### config.mk
export PLATFORM = sky130hd
export DESIGN_NAME = morse_decoder_flat
export DESIGN_NICKNAME = d
export VERILOG_FILES = /design/src/rtl/morse_decoder_if.sv /design/src/rtl/morse_decoder.sv /design/src/flat_wrapper.sv
export SDC_FILE = /design/constraint.sdc
export NUM_CORES = 1
export LEC_CHECK = 0
export CAP_MARGIN = 30
export CORE_UTILIZATION = 50
export CTS_CLUSTER_DIAMETER = 150
export CTS_CLUSTER_SIZE = 28
export DETAILED_ROUTE_END_ITERATION = 8
export HOLD_SLACK_MARGIN = 0.15
export PLACE_DENSITY = 0.7
export SYNTH_ARGS = -nofsm -noshare
export SYNTH_HDL_FRONTEND = slang
export SYNTH_SLANG_ARGS = --single-unit
### constraint.sdc
create_clock -name clk -period 2.35 [get_ports clk]
set_input_delay 0.47 -clock clk [delete_from_list [all_inputs] [get_ports clk]]
set_output_delay 0.47 -clock clk [all_outputs]
set_load 0.005 [all_outputs]
### src/rtl/morse_decoder_if.sv
// Stimulus/result bundle between a Morse line driver and morse_decoder.
interface morse_decoder_if;
    logic       tick;
    logic       line_in;
    logic       clr;
    logic [2:0] letter;
    logic       letter_valid;
    logic       letter_err;
    logic       busy;

    modport master (
        output tick, line_in, clr,
        input  letter, letter_valid, letter_err, busy
    );

    modport slave (
        input  tick, line_in, clr,
        output letter, letter_valid, letter_err, busy
    );
endinterface

### src/rtl/morse_decoder.sv
// Morse decoder: tick-sampled run-length measurement, dot/dash classification, S..Z lookup.
// Optional MORSE_DEC_TOLERANT_EN widens dash (2..4 units) and accepts 2-unit intra-symbol gaps.
module morse_decoder #(
    parameter int unsigned RUN_W    = 3,
    parameter int unsigned MAX_SYMS = 4
) (
    input  logic            clk,
    input  logic            reset_n,
    morse_decoder_if.slave  bus
);
    localparam int unsigned RUN_MAX = (1 << RUN_W) - 1;
    localparam int unsigned CNT_W   = $clog2(MAX_SYMS + 1);

    typedef enum logic [1:0] {IDLE, MARK, SPACE} state_t;

    state_t              state;
    logic [RUN_W-1:0]    run;
    logic [MAX_SYMS-1:0] sym_bits;
    logic [CNT_W-1:0]    sym_cnt;
    logic                err_pend;
    logic [2:0]          letter_q;
    logic                valid_q;
    logic                err_q;
    logic                busy_q;

    logic                is_dot;
    logic                is_dash;
    logic                gap_err;
    logic                sym_full;
    logic [3:0]          code4;
    logic                lk_hit;
    logic [2:0]          lk_idx;

    // Mark/space timing classification on the current run length
    always_comb begin
        is_dot  = (run == RUN_W'(1));
`ifdef MORSE_DEC_TOLERANT_EN
        is_dash = (run >= RUN_W'(2)) && (run <= RUN_W'(4));
        gap_err = 1'b0;
`else
        is_dash = (run == RUN_W'(3));
        gap_err = (run == RUN_W'(2));
`endif
        sym_full = (sym_cnt == CNT_W'(MAX_SYMS));
    end

    // Letter lookup; first symbol sits in the most significant used bit
    always_comb begin
        lk_hit = 1'b0;
        lk_idx = 3'd0;
        code4  = 4'(sym_bits);
        case (sym_cnt)
            CNT_W'(1): if (code4[0]) begin lk_hit = 1'b1; lk_idx = 3'd1; end
            CNT_W'(3): begin
                case (code4[2:0])
                    3'b000:  begin lk_hit = 1'b1; lk_idx = 3'd0; end
                    3'b001:  begin lk_hit = 1'b1; lk_idx = 3'd2; end
                    3'b011:  begin lk_hit = 1'b1; lk_idx = 3'd4; end
                    default: lk_hit = 1'b0;
                endcase
            end
            CNT_W'(4): begin
                case (code4)
                    4'b0001: begin lk_hit = 1'b1; lk_idx = 3'd3; end
                    4'b1001: begin lk_hit = 1'b1; lk_idx = 3'd5; end
                    4'b1011: begin lk_hit = 1'b1; lk_idx = 3'd6; end
                    4'b1100: begin lk_hit = 1'b1; lk_idx = 3'd7; end
                    default: lk_hit = 1'b0;
                endcase
            end
            default: lk_hit = 1'b0;
        endcase
    end

    always_ff @(posedge clk or negedge reset_n) begin
        if (!reset_n) begin
            state    <= IDLE;
            run      <= '0;
            sym_bits <= '0;
            sym_cnt  <= '0;
            err_pend <= 1'b0;
            letter_q <= 3'd0;
            valid_q  <= 1'b0;
            err_q    <= 1'b0;
            busy_q   <= 1'b0;
        end else begin
            valid_q <= 1'b0;
            err_q   <= 1'b0;
            if (bus.clr) begin
                state    <= IDLE;
                run      <= '0;
                sym_bits <= '0;
                sym_cnt  <= '0;
                err_pend <= 1'b0;
                busy_q   <= 1'b0;
            end else if (bus.tick) begin
                case (state)
                    IDLE: begin
                        if (bus.line_in) begin
                            state  <= MARK;
                            run    <= RUN_W'(1);
                            busy_q <= 1'b1;
                        end
                    end
                    MARK: begin
                        if (bus.line_in) begin
                            if (run != RUN_W'(RUN_MAX)) run <= run + RUN_W'(1);
                        end else begin
                            if (!(is_dot || is_dash) || sym_full) err_pend <= 1'b1;
                            if (!sym_full) begin
                                sym_bits <= MAX_SYMS'({sym_bits, is_dash});
                                sym_cnt  <= sym_cnt + CNT_W'(1);
                            end
                            state <= SPACE;
                            run   <= RUN_W'(1);
                        end
                    end
                    SPACE: begin
                        if (bus.line_in) begin
                            if (gap_err) err_pend <= 1'b1;
                            state <= MARK;
                            run   <= RUN_W'(1);
                        end else if (run == RUN_W'(2)) begin
                            // Third space unit: letter boundary
                            if (err_pend || !lk_hit) begin
                                err_q <= 1'b1;
                            end else begin
                                letter_q <= lk_idx;
                                valid_q  <= 1'b1;
                            end
                            state    <= IDLE;
                            run      <= '0;
                            sym_bits <= '0;
                            sym_cnt  <= '0;
                            err_pend <= 1'b0;
                            busy_q   <= 1'b0;
                        end else begin
                            run <= run + RUN_W'(1);
                        end
                    end
                    default: state <= IDLE;
                endcase
            end
        end
    end

    assign bus.letter       = letter_q;
    assign bus.letter_valid = valid_q;
    assign bus.letter_err   = err_q;
    assign bus.busy         = busy_q;
endmodule

### src/flat_wrapper.sv
// flat-port wrapper written by rule: the top's interface ports become plain ports
module morse_decoder_flat 
#(
    parameter int unsigned RUN_W    = 3,
    parameter int unsigned MAX_SYMS = 4
)
  (clk, reset_n, bus_tick, bus_line_in, bus_clr, bus_letter, bus_letter_valid, bus_letter_err, bus_busy);
  morse_decoder_if bus_i ();
  input  logic clk;
  input  logic reset_n;
  input wire logic [$bits(bus_i.tick)-1:0] bus_tick;
  input wire logic [$bits(bus_i.line_in)-1:0] bus_line_in;
  input wire logic [$bits(bus_i.clr)-1:0] bus_clr;
  output wire logic [$bits(bus_i.letter)-1:0] bus_letter;
  output wire logic [$bits(bus_i.letter_valid)-1:0] bus_letter_valid;
  output wire logic [$bits(bus_i.letter_err)-1:0] bus_letter_err;
  output wire logic [$bits(bus_i.busy)-1:0] bus_busy;
  assign bus_i.tick = bus_tick;
  assign bus_i.line_in = bus_line_in;
  assign bus_i.clr = bus_clr;
  assign bus_letter = bus_i.letter;
  assign bus_letter_valid = bus_i.letter_valid;
  assign bus_letter_err = bus_i.letter_err;
  assign bus_busy = bus_i.busy;
  morse_decoder #(.RUN_W(RUN_W), .MAX_SYMS(MAX_SYMS)) u_core (.clk(clk), .reset_n(reset_n), .bus(bus_i));
endmodule
* After elaboration in Yosys (flattened, before gate mapping) *
Cells that the tools add are included.

storage, ports and cells
  latch bits = 0
  memories = 0
  bits of input ports = 5
  flip-flop bits (word level) = 19
  memory bits (read-only) = 0
  output and inout port bits = 6
  memory bits (writable) = 0

operators by class
  equality and inequality tests = 23
  mux-type cells = 62
  add/sub/neg operators = 2
  shifts and indexed selects = 0
  bitwise gates (word level) = 3
  $lt $le $gt $ge = 0
  reduce and logical (&&, ||, !) cells = 19
  multipliers = 0
  divide/modulo/power cells = 0

operator list
  cell                   count
  $mux W3                13
  $mux W1                27
  $mux W4                6
  $pmux W3 S3            2
  $ne A3 B3 Y1 const B   5
  $eq A3 B2 Y1 const B   4
  $eq A4 B4 Y1 const B   3
  $mux W2                6
  $pmux W3 S2            2
  $pmux W3 S4            1
  $reduce_and A6 Y1      2
  $reduce_and A5 Y1      2
  $eq A3 B1 Y1 const B   3
  $ne A4 B3 Y1 const B   2
  $pmux W4 S2            1
  $reduce_and A4 Y1      2
  $add A3 B1 Y3 const B  2
  $ne A3 B2 Y1 const B   2
  $pmux W2 S3            1
  $reduce_bool A3 Y1     2
  $eq A4 B1 Y1 const B   1
  $pmux W1 S2            2
  $reduce_bool A4 Y1     1
  $reduce_or A4 Y1       1
  11 further kinds       16

* Depth between registers and ports, before layout *
  word-level depth = 12
  mapped depth = 8
  gate-level depth less buffers = 7

* Least setup slack after synthesis *
OpenSTA, ideal clock, no wires.

  path kind = flip-flop to flip-flop
  start = reg u_core.state[0]
  end = reg u_core.letter_q[0] (netlist: u_core.bus.letter[0])
  stages on the path, launching flop included = 8
  library setup time = 125 ps
  path slack = 439 ps
  clock period less this slack = 1911 ps
  path buffers = 1
  arrival time = 1787 ps
  required time = 2225 ps
  cell sequence = dfrtp_1 -> inv_1 -> ha_1 -> buf_4 -> and2b_1 -> nand4b_1 -> nor4_4 -> mux2_2

between the ends
  cells in the longest elaborated chain, start to end = 2

ends and longest elaborated chain
  item                                line                  source
  start: declaration                  morse_decoder.sv:16   state_t state;
  start signal: assignment            morse_decoder.sv:77   state <= IDLE;
  start signal: assignment            morse_decoder.sv:90   state <= IDLE;
  start signal: assignment            morse_decoder.sv:100  state <= MARK;
  $eq A2 B2 Y1                        morse_decoder.sv:97   case (state)
  $reduce_and A6 Y1 (no source line)  n/a
  end signal: assignment              morse_decoder.sv:128  letter_q <= lk_idx;
  end: declaration                    morse_decoder.sv:21   logic [2:0] letter_q;

Every way passes these cells.
A chain may end at the register's enable or synchronous reset.

* Worst setup path in the final report *
  start = reg u_core.run[0]
  end = reg u_core.letter_q[2] (netlist: u_core.bus.letter[2])

between the ends
  cells in the longest elaborated chain, start to end = 2

ends and longest elaborated chain
  item                                line                  source
  start: declaration                  morse_decoder.sv:17   logic [RUN_W-1:0] run;
  start signal: assignment            morse_decoder.sv:107  if (run != RUN_W'(RUN_MAX)) run <= run + RUN_W'(1);
  start signal: assignment            morse_decoder.sv:138  run <= run + RUN_W'(1);
  $eq A3 B2 Y1                        morse_decoder.sv:123  end else if (run == RUN_W'(2)) begin
  $reduce_and A6 Y1 (no source line)  n/a

Every way passes these cells.

==> summary.txt <==
Timing
  – Setup TNS: 0 ns
  – Max Slew Vio Count: 0
  – Setup violators final: 0
  – Relative slew slack: 63.8%
  – Tightest Pin Transition: 0.539 ns
  – Clk_skew: 0.00586 ns
  – Final Hold Fails: 0
  – Final min period: 2.07 ns
  – Post-route clock period utilization: 88.0%
  – Fmax: 483 MHz
  – RSZ-0062 raised after global routing: no

Synth
  – Unique masters post-synth: 39
  – Largest area contributor in the netlist: dfrtp_1
  – Synth Area per Inst: 9.53 um^2
  – Top-area cell type share of the netlist area: 36.2%
  – Top_reg_cell synth: dfrtp_1
  – Syn_nets: 157
  – Synthesized flop and latch total: 19
  – Sequential share of the synthesized area: 36.2%
  – Post-synth EDFFs: 0
  – Post-Syn Area: 1320 um^2
  – Top post-synthesis cells by count: dfrtp_1, ha_1, inv_1, nand2_1, a21oi_1
  – Yosys warns: 0
  – Top-count cell post-synth: dfrtp_1
  – Synth async-reset ratio: 100%
  – Cells after Synth: 138
  – Synth top area cells: dfrtp_1, ha_1, mux2i_1

Job
  – Max_cap viols: 0

Clocking
  – Post-cts gate resize count: 0
  – CTS tree: done
  – Root Driver: clkbuf_4
  – Worst-path clk slew: 0.11 ns
  – CTS Buf Count: 3
  – Clock sink count: 19
  – CTS Hold Bufs: 0
  – H-Tree Depth: 1
  – Setup repair bufs after CTS: 0
  – Clock buffer depth: 2
  – Worst-Skew Late Latency: 0.29 ns

Floorplan
  – Starting density of the core: 53.1%
  – Core footprint: 2480 um^2
  – Die Height: 53.3 um
  – Top-Level Pins: 11
  – Area of the die: 2840 um^2
  – Placement Rows: 18
  – Die width: 53.3 um

Worst setup path
  – Critical path class: register to register
  – Critical-path top delay cell: dfrtp_1
  – Cell Chain, Critical Path: inv_1, ha_1, nor2b_1, nand4b_1, nor4_4, mux2_2
  – Largest stage delay, worst path: 0.43 ns
  – CP required: 2.53 ns
  – CP Launch Type: register
  – Worst setup EP type: register
  – Crit Path Max Fanout: 4
  – WP data arrival: 2.25 ns

Placed design
  – Dpl hpwl: 1870 um
  – # port buffers: 10
  – Placed cell count: 179
  – Placer congestion estimate: 0.780

Route
  – Antenna-violating nets left: 0
  – Drt first pass iters: 4
  – Via/cell ratio: 5.63
  – Vias: 1030
  – WL/cell: 12.8 um
  – Starting DRT DRC Count: 19
  – Post-Route WL: 2350 um
  – DRC viols: 0

Global route
  – Vias in the first global route: 960
  – Pin count of the biggest net entering global routing: 20
  – First-pass GRT wire length: 4020 um
  – Grt ovf: 0
  – Total GRT Usage: 19.3%
  – Initial antenna violation count: 0

Outcome
  – Outcome: finished, final reports clean

Final layout
  – Layout Nets: 173
  – Layout Cells excl Fill: 183
  – Area delta synth->final: 13.7%
  – Ant. Diodes: 0
  – Filler Cell Count: 223
  – Share of layout cells above drive strength 1: 11.1%

Power
  – Worst vdd ir: 329 uV
  – Static leakage: 0.691 nW
  – Power density over the cells: 458 nW/um^2

Min path
  – Hold WC Path Type: input port to asynchronous set/reset pin
-- path summary, 6_finish.rpt --
kind,to,slack [ns],cells past startpoint,from
max,u_core.bus.letter[2]$_DFFE_PN0P_,0.28,6,u_core.run[0]$_DFFE_PN0P_
min,u_core.code4[2]$_DFFE_PN0P_,0.50,2,reset_n
max reg2reg,u_core.bus.letter[2]$_DFFE_PN0P_,0.28,6,u_core.run[0]$_DFFE_PN0P_
min reg2reg,u_core.bus.letter[0]$_DFFE_PN0P_,0.51,1,u_core.bus.letter[0]$_DFFE_PN0P_
max in group asynchronous,u_core.state[1]$_DFFE_PN0P_,1.64,2,reset_n
min in group clk,u_core.bus.letter[0]$_DFFE_PN0P_,0.51,1,u_core.bus.letter[0]$_DFFE_PN0P_
-- sequential cells by signal, summed over array words and instances (netlist names), 2 cells and up --
signal	cells
u_core.code4	4
u_core.bus.letter	3
u_core.run	3
u_core.sym_cnt	3
u_core.state	2
-- critical path, delay by kind of cell (launching register included) --
family	cells	cell delay, ns
buf+inv	1	0.12
mux	1	0.37
simple gates	3	0.85
flops	1	0.43
fa+ha+maj	1	0.19
-- routing by layer --
metal,up-vias,wire length (um),GRT usage (%)
li1,514,-,-
met1,499,1100,23.4
met2,15,1180,34.8
met3,2,56,2.59
met4,0,12,5.70
met5,-,0,0
-- area by class of cell --
type	count	area, um^2	area share (%)
tap	30	37.5	2.51
timing repair buffer	15	138	9.21
multi-input combinational	101	766	51.2
clock buffer	4	26.3	1.76
sequential	19	475	31.8
inverter	14	52.6	3.51
-- stage by stage --
stage	utilization [%]	cell area (um^2)	hold slack (ns)	worst slack [ns]	total power [mW]
6_report	60.4	1500	0.500	0.282	0.684
4_1_cts	60.4	1500	0.503	0.277	0.693
2_1_floorplan	-	1320	0.174	0.439	0.480
3_3_place_gp	59.3	1470	0.497	0.189	0.525
5_1_grt	60.4	1500	0.543	0.109	0.734
3_5_place_dp	59.3	1470	0.495	0.128	0.530
-- report_power, final --
| group | switching [mW] | total [mW] | internal [mW] | leakage [nW] |
|---|---|---|---|---|
| Clock | 0.0959 | 0.162 | 0.0658 | 0.0150 |
| Combinational | 0.0915 | 0.161 | 0.0697 | 0.416 |
| Sequential | 0.0174 | 0.361 | 0.344 | 0.261 |
-- layout by cell type (no fill, tap or decap), drive strengths merged, types with 7 or more instances in the layout --
cell type / instances
nand2: 12
dfrtp: 19
inv: 14
ha: 14
mux2i: 7
a21oi: 10
nor2: 7
clkdlybuf4s50: 10
-- cell families after synthesis --
logic type | count (synthesis) | share of synthesized area (%)
and+or+nand+nor | 48 | 21.9
AOI/OAI and AO/OA | 27 | 13.4
DFF | 19 | 36.2
buffers and inverters | 18 | 5.61
adders and majority gates | 14 | 13.3
muxes | 12 | 9.61
Power figures use the tool's default switching activity.
